`src/rtl/alu_issue_pkg.sv`:
```
// alu_issue_pkg: opcodes, function codes, FSM states and the instruction
// decode shared by the issue controller.
package alu_issue_pkg;

    localparam logic [5:0] OP_RTYPE = 6'h00;
    localparam logic [5:0] OP_BEQ   = 6'h04;
    localparam logic [5:0] OP_BNE   = 6'h05;
    localparam logic [5:0] OP_ADDI  = 6'h08;
    localparam logic [5:0] OP_ADDIU = 6'h09;
    localparam logic [5:0] OP_SLTI  = 6'h0A;
    localparam logic [5:0] OP_SLTIU = 6'h0B;
    localparam logic [5:0] OP_ANDI  = 6'h0C;
    localparam logic [5:0] OP_ORI   = 6'h0D;
    localparam logic [5:0] OP_XORI  = 6'h0E;
    localparam logic [5:0] OP_LW    = 6'h23;
    localparam logic [5:0] OP_SW    = 6'h2B;

    localparam logic [5:0] FN_SLL  = 6'h00;
    localparam logic [5:0] FN_SRL  = 6'h02;
    localparam logic [5:0] FN_SRA  = 6'h03;
    localparam logic [5:0] FN_SLLV = 6'h04;
    localparam logic [5:0] FN_SRLV = 6'h06;
    localparam logic [5:0] FN_SRAV = 6'h07;
    localparam logic [5:0] FN_ADD  = 6'h20;
    localparam logic [5:0] FN_ADDU = 6'h21;
    localparam logic [5:0] FN_SUB  = 6'h22;
    localparam logic [5:0] FN_SUBU = 6'h23;
    localparam logic [5:0] FN_AND  = 6'h24;
    localparam logic [5:0] FN_OR   = 6'h25;
    localparam logic [5:0] FN_XOR  = 6'h26;
    localparam logic [5:0] FN_NOR  = 6'h27;
    localparam logic [5:0] FN_SLT  = 6'h2A;
    localparam logic [5:0] FN_SLTU = 6'h2B;

    localparam int FLAG_ZERO = 0;
    localparam int FLAG_LT   = 1;
    localparam int FLAG_OVF  = 2;

    // The ALU always sees its operands at these register numbers.
    localparam logic [4:0] ALU_RS_ADDR = 5'b00000;
    localparam logic [4:0] ALU_RT_ADDR = 5'b00001;

    typedef enum logic [1:0] {S_IDLE, S_READ, S_EXEC, S_WB} state_t;

    // What an instruction does at write-back.
    typedef enum logic [1:0] {K_NONE, K_RES, K_SLT, K_BR} kind_t;

    typedef struct packed {
        kind_t      kind;
        logic       ovf_chk;
        logic [4:0] dest;
    } dec_t;

    function automatic dec_t decode(input logic [31:0] instr);
        dec_t d;
        d.kind    = K_NONE;
        d.ovf_chk = 1'b0;
        d.dest    = (instr[31:26] == OP_RTYPE) ? instr[15:11] : instr[20:16];
        case (instr[31:26])
            OP_RTYPE: begin
                case (instr[5:0])
                    FN_SLL, FN_SRL, FN_SRA, FN_SLLV, FN_SRLV, FN_SRAV,
                    FN_ADDU, FN_SUBU, FN_AND, FN_OR, FN_XOR, FN_NOR: d.kind = K_RES;
                    FN_ADD, FN_SUB: begin
                        d.kind    = K_RES;
                        d.ovf_chk = 1'b1;
                    end
                    FN_SLT, FN_SLTU: d.kind = K_SLT;
                    default: d.kind = K_NONE;
                endcase
            end
            OP_ADDI: begin
                d.kind    = K_RES;
                d.ovf_chk = 1'b1;
            end
            OP_ADDIU, OP_ANDI, OP_ORI, OP_XORI: d.kind = K_RES;
            OP_SLTI, OP_SLTIU:                  d.kind = K_SLT;
            OP_BEQ, OP_BNE:                     d.kind = K_BR;
            default:                            d.kind = K_NONE;  // lw, sw, others
        endcase
        return d;
    endfunction

endpackage

```
`src/rtl/alu_issue_rf.sv`:
```
// alu_issue_rf: 32x32 register file, two async read ports, one write port.
// r0 always reads zero and ignores writes.
module alu_issue_rf
    import alu_issue_pkg::*;
(
    input  logic        clk,
    input  logic        rst_n,
    input  logic [4:0]  ra_addr,
    output logic [31:0] ra_data,
    input  logic [4:0]  rb_addr,
    output logic [31:0] rb_data,
    input  logic        we,
    input  logic [4:0]  waddr,
    input  logic [31:0] wdata
);

    logic [31:0] mem [32];

    // Write port; whole array clears on reset.
    always_ff @(posedge clk or negedge rst_n) begin
        if (!rst_n) begin
            for (int i = 0; i < 32; i++) mem[i] <= '0;
        end else if (we && waddr != 5'd0) begin
            mem[waddr] <= wdata;
        end
    end

    assign ra_data = (ra_addr == 5'd0) ? '0 : mem[ra_addr];
    assign rb_data = (rb_addr == 5'd0) ? '0 : mem[rb_addr];

endmodule

```
`src/rtl/alu_issue.sv`:
```
// alu_issue: serial issue controller for an external combinational MIPS ALU.
// IDLE -> READ -> EXEC -> WB, one instruction in flight at a time.
// Optional macro ALU_ISSUE_OVF_TRAP_EN: overflow on add/sub/addi suppresses
// write-back and raises a sticky trap cleared by trap_clr.
module alu_issue
    import alu_issue_pkg::*;
(
    input  logic        clk,
    input  logic        rst_n,
    input  logic        in_valid,
    output logic        in_ready,
    input  logic [31:0] in_instr,
    output logic [31:0] alu_instr,
    output logic [31:0] alu_a,
    output logic [31:0] alu_b,
    input  logic [31:0] alu_result,
    input  logic [2:0]  alu_flags,
    output logic        wb_valid,
    output logic [4:0]  wb_addr,
    output logic [31:0] wb_data,
    output logic        branch_taken,
    output logic        busy
`ifdef ALU_ISSUE_OVF_TRAP_EN
    ,
    output logic        trap,
    input  logic        trap_clr
`endif
);

    state_t      state_q, state_d;
    logic [31:0] instr_q, res_q;
    logic [2:0]  flags_q;
    logic [31:0] rd_a, rd_b;
    logic        ovf_hit, blocked, wr;
    dec_t        dec;

    assign dec     = decode(instr_q);
    assign ovf_hit = dec.ovf_chk && flags_q[FLAG_OVF];

`ifdef ALU_ISSUE_OVF_TRAP_EN
    assign blocked = trap;

    // Sticky trap: set when an overflowing add/sub/addi leaves WB.
    always_ff @(posedge clk or negedge rst_n) begin
        if (!rst_n)                          trap <= 1'b0;
        else if (state_q == S_WB && ovf_hit) trap <= 1'b1;
        else if (trap_clr)                   trap <= 1'b0;
    end
`else
    logic unused_ovf;
    assign blocked    = 1'b0;
    assign unused_ovf = ovf_hit;
`endif

    alu_issue_rf u_rf (
        .clk     (clk),
        .rst_n   (rst_n),
        .ra_addr (instr_q[25:21]),
        .ra_data (rd_a),
        .rb_addr (instr_q[20:16]),
        .rb_data (rd_b),
        .we      (wb_valid),
        .waddr   (wb_addr),
        .wdata   (wb_data)
    );

    // State register.
    always_ff @(posedge clk or negedge rst_n) begin
        if (!rst_n) state_q <= S_IDLE;
        else        state_q <= state_d;
    end

    // Next state and handshake outputs.
    always_comb begin
        state_d  = state_q;
        in_ready = 1'b0;
        busy     = 1'b1;
        case (state_q)
            S_IDLE: begin
                busy     = 1'b0;
                in_ready = !blocked;
                if (in_valid && !blocked) state_d = S_READ;
            end
            S_READ:  state_d = S_EXEC;
            S_EXEC:  state_d = S_WB;
            S_WB:    state_d = S_IDLE;
            default: state_d = S_IDLE;
        endcase
    end

    // Instruction latch, ALU operand drive, result capture.
    always_ff @(posedge clk or negedge rst_n) begin
        if (!rst_n) begin
            instr_q   <= '0;
            alu_instr <= '0;
            alu_a     <= '0;
            alu_b     <= '0;
            res_q     <= '0;
            flags_q   <= '0;
        end else begin
            if (in_valid && in_ready) instr_q <= in_instr;
            if (state_q == S_READ) begin
                alu_instr <= {instr_q[31:26], ALU_RS_ADDR, ALU_RT_ADDR, instr_q[15:0]};
                alu_a     <= rd_a;
                alu_b     <= rd_b;
            end
            if (state_q == S_EXEC) begin
                res_q   <= alu_result;
                flags_q <= alu_flags;
            end
        end
    end

    // Write-back report and branch pulse, live only in WB.
    always_comb begin
        wr = (state_q == S_WB) && (dec.kind == K_RES || dec.kind == K_SLT)
             && (dec.dest != 5'd0);
`ifdef ALU_ISSUE_OVF_TRAP_EN
        wr = wr && !ovf_hit;
`endif
        wb_valid     = wr;
        wb_addr      = wr ? dec.dest : 5'd0;
        wb_data      = !wr ? 32'd0 :
                       (dec.kind == K_SLT) ? {31'd0, flags_q[FLAG_LT]} : res_q;
        branch_taken = (state_q == S_WB) && (dec.kind == K_BR) && flags_q[FLAG_ZERO];
    end

endmodule
```
`config.mk`:
```
export PLATFORM = sky130hd
export DESIGN_NAME = alu_issue
export DESIGN_NICKNAME = d
export VERILOG_FILES = /design/src/rtl/alu_issue_pkg.sv /design/src/rtl/alu_issue_rf.sv /design/src/rtl/alu_issue.sv
export SDC_FILE = /design/constraint.sdc
export NUM_CORES = 2
export LEC_CHECK = 0
export BUFFER_PORTS_ARGS = -buffer_cell sky130_fd_sc_hd__buf_4
export CORE_MARGIN = 4
export CORE_UTILIZATION = 65
export DETAILED_ROUTE_END_ITERATION = 8
export PLACE_DENSITY = 0.83
export SLEW_MARGIN = 20
export SYNTH_ARGS = -nofsm -noshare
export SYNTH_HDL_FRONTEND = slang
export SYNTH_SLANG_ARGS = --single-unit
```
`constraint.sdc`:
```
create_clock -name clk -period 4.7 [get_ports clk]
set_clock_uncertainty 0.1 [all_clocks]
set_input_delay 0 -clock clk [delete_from_list [all_inputs] [get_ports clk]]
set_output_delay 0 -clock clk [all_outputs]
set_load 0.02 [all_outputs]
```
==> out/metrics.yaml <==
global_routing:
  antenna_found_initial: 3
  grt_pass1_wl_um: 296000
  grt_pass1_vias: 49488
  grt_max_degree: 145
  grt_util_all_layers_pct: 41.5
  grt.overflow.total: 0
timing:
  worst_slew_pin_slew_ps: 1190
  postLayoutSetupSlackWorst_ps: 189
  rsz0062_at_grt: "false"
  period_minus_slack_ps: 4510
  maxSlewHeadroom_pct: 20.4
  hold_viol_final: 0
  setup_violations: 0
  fmaxAchievable_mhz: 222
  fin_crit_sh_pct: 96.0
  finalSetupTns_ps: 0
  drv_slew: 0
synth:
  synth.mux.area_fraction_pct: 23.2
  synth_compound_area_share_pct: 13.1
  synth_warnings: 0
  yosys_most_used_dff: "dfrtp_1"
  synth-seq-cells: 1179
  async_reset_ff_share_pct: 100
  syn_inst: 5337
  synth-adder-area-share_pct: 0.127
  syn_area_um2: 58900
  synth_enable_flop_cells: 0
  avgSynthCellArea_um2: 11.0
  ys_types: 54
  synth_top_family_by_area: "multiplexers"
  synthXorXnorAreaFrac_pct: 0
  synth_seq_area_share_pct: 50.1
  synth-simple-area-share_pct: 9.09
worst_setup_path:
  crit_path_start_kind: "flip-flop"
  path_class: "flip-flop to output pin"
  crit_fanout: 31
  critPathRequiredTime_ps: 4600
  cp-end-kind: "output pin"
  reg2reg_depth: 12
  crit_path_frequent_cell: "nand2_1"
  crit_cells: 12
  r2r_end: "u_rf.mem[771]"
  setup.worst_path.start: "instr_q[5]"
  r2r_setup_slack_ps: 570
  crit_family: "compound AO/OA/AOI/OAI gates"
  reg2reg_from: "instr_q[5]"
  cp_data_arrival_time_ps: 4410
  cp_cell_sequence: "nor2_1 -> a2111oi_0 -> a21oi_1 -> o22ai_1 -> and2_1 -> ha_1 -> nand2_1 -> a2111oi_4 -> buf_12 -> nand2_1 -> inv_2 -> buf_4"
  slowest_stage: "a2111oi_0"
  worstPathBufferInverterCount: 3
  worst_path_largest_cell_delay_ps: 530
  crit_path_end: "wb_data[18]"
power:
  power_density_nw_per_um2: 520
  p_leak_uw: 0.0285
  p_total_uw: 34900
  max-vdd-ir-drop_v: 0.000796
clock_network:
  cts_setup_buffers: 0
  clock_latency_ps: 730
  cts_buffer_depth: 3
  cts_max_level: 3
  numCtsBuffers: 117
  cts_tree: "yes"
  cts_sinks: 1179
  root_buffer: "clkbuf_16"
  path_clk_slew_ps: 60
final_layout:
  layout.nets: 5470
  final_cell_mix: "dfrtp_1 (1169), nand2_1 (1040), o21ai_1 (928)"
  layout_commonest_cell: "dfrtp_1"
  drive_above_1_share_pct: 21.5
  nFillCells: 5435
  syn_to_final_growth_pct: 14.0
  fin_cells: 6674
die:
  rows: 110
  dieHeight_um: 309
  io_pins: 207
  die_area_um2: 95500
  die_x_um: 309
  core_um2: 90000
  start_util_pct: 65.5
job:
  maxCapViolCount: 0
drt:
  wl_per_cell_um: 29.7
  wl_um: 198000
  drc: 0
  via_count: 48591
  drt.antenna.violating_nets: 0
  viasPerCell: 7.28
  drtIter0Drc: 7404
  first_pass_iters: 8
placed_design:
  port_buffers: 196
  post-place-ws_ps: 954
  hpwl_um: 112000
  place_inst: 6314
  gp_congestion: 0.872
hold_path:
  hp-class: "input port to asynchronous set/reset pin"
status:
  status: "finished, final reports clean"
## synth_stat cells (all sizes together) (3+ instances only)
cell | instances | area (um2)
or3b | 6 | 52.6
clkbuf | 313 | 1180
o22ai | 140 | 876
a21oi | 39 | 195
nor2 | 45 | 176
o2bb2ai | 5 | 43.8
a22oi | 45 | 338
nor3 | 67 | 335
mux4 | 388 | 8740
or2 | 5 | 31.3
dfrtp | 1179 | 29500
mux2 | 142 | 1600
a211oi | 44 | 335
ha | 6 | 75.1
mux2i | 331 | 3310
inv | 39 | 146
o21ai | 1009 | 5050
nand3b | 9 | 67.6
nor4 | 66 | 443
buf | 258 | 1320
a2111oi | 11 | 115
and2 | 4 | 25.0
nand2b | 9 | 56.3
a221oi | 12 | 105
nand3 | 21 | 105
nand2 | 1046 | 3930
o221ai | 11 | 96.3
or3 | 3 | 18.8
nor2b | 14 | 87.6
a22o | 15 | 131
a21o | 31 | 233
o22a | 12 | 105
## repair_timing
item | 4_1_cts | 5_1_grt
hold buffers | 135 | 0
resized for setup | 0 | 1
setup endpoints to repair | 0 | 1
hold endpoints to repair | 520 | 0
## worst min path at each step
stage | end | cells past startpoint | start | slack [ps]
6_report | u_rf.mem[944] | 3 | rst_n | 10
5_1_grt | u_rf.mem[944] | 3 | rst_n | 30
3_5_place_dp | u_rf.mem[863] | 1 | rst_n | 70
3_3_place_gp | u_rf.mem[831] | 1 | rst_n | 60
2_1_floorplan | alu_a[0] | 0 | rst_n | -400
4_1_cts | u_rf.mem[944] | 3 | rst_n | 0.5
## report_power, final
part	switching (uW)	internal, uW
clock network	4150	5770
registers	1320	11000
logic	8190	4510
## sequential cells by signal, summed over array words and instances, names as in the netlist
name and flops:
flags_q 2, res_q 32, state_q 2, instr_q 32
alu_b 32, u_rf.mem 1024, alu_instr 23, alu_a 32
## worst register-to-register path, cell delays in order (launching register included)
cell	delay [ps]
dfrtp_1	400
nor2_1	60
a2111oi_0	530
a21oi_1	110
o22ai_1	270
and2_1	180
ha_1	250
and2_2	470
buf_12	320
o21ai_4	260
buf_4	760
nand2_1	220
o21ai_1	110
## cell type report
class / count / area, um2 / share of cell area (%)
timing repair buffer: 501 / 4700 / 7.00
multi-input combinational: 3556 / 27200 / 40.6
clock buffer: 177 / 3480 / 5.19
sequential: 1179 / 29500 / 44.0
clock inverter: 41 / 581 / 0.864
antenna: 5 / 12.5 / 0.0186
tap: 1176 / 1470 / 2.19
inverter: 39 / 146 / 0.218
## routing by layer
metal / wire length, um / track usage, %
met5: 33 / 0
met4: 16300 / 28.2
met2: 87000 / 61.4
met1: 66000 / 51.5
met3: 28600 / 15.5
## per-stage QoR
step | utilization (%) | instance area, um2 | hold slack [ps]
floorplan | - | 59000 | -396
global placement | 68.5 | 61700 | 60.0
global route | 74.6 | 67200 | 29.7
finish | 74.6 | 67200 | 13.6
detailed placement | 68.5 | 61700 | 70.1
CTS | 74.5 | 67100 | 0.499
## cells by family (layout without fill, tap and decap cells)
logic type / Yosys count / in the layout
AO/OA/AOI/OAI: 1382 / 1382
adder cells (fa/ha/maj): 6 / 6
buffers and inverters: 610 / 758
flip-flops: 1179 / 1179
multiplexers: 861 / 861
other: 1 / 14
AND/OR/NAND/NOR: 1298 / 1298
Power figures use the tool's default switching activity.
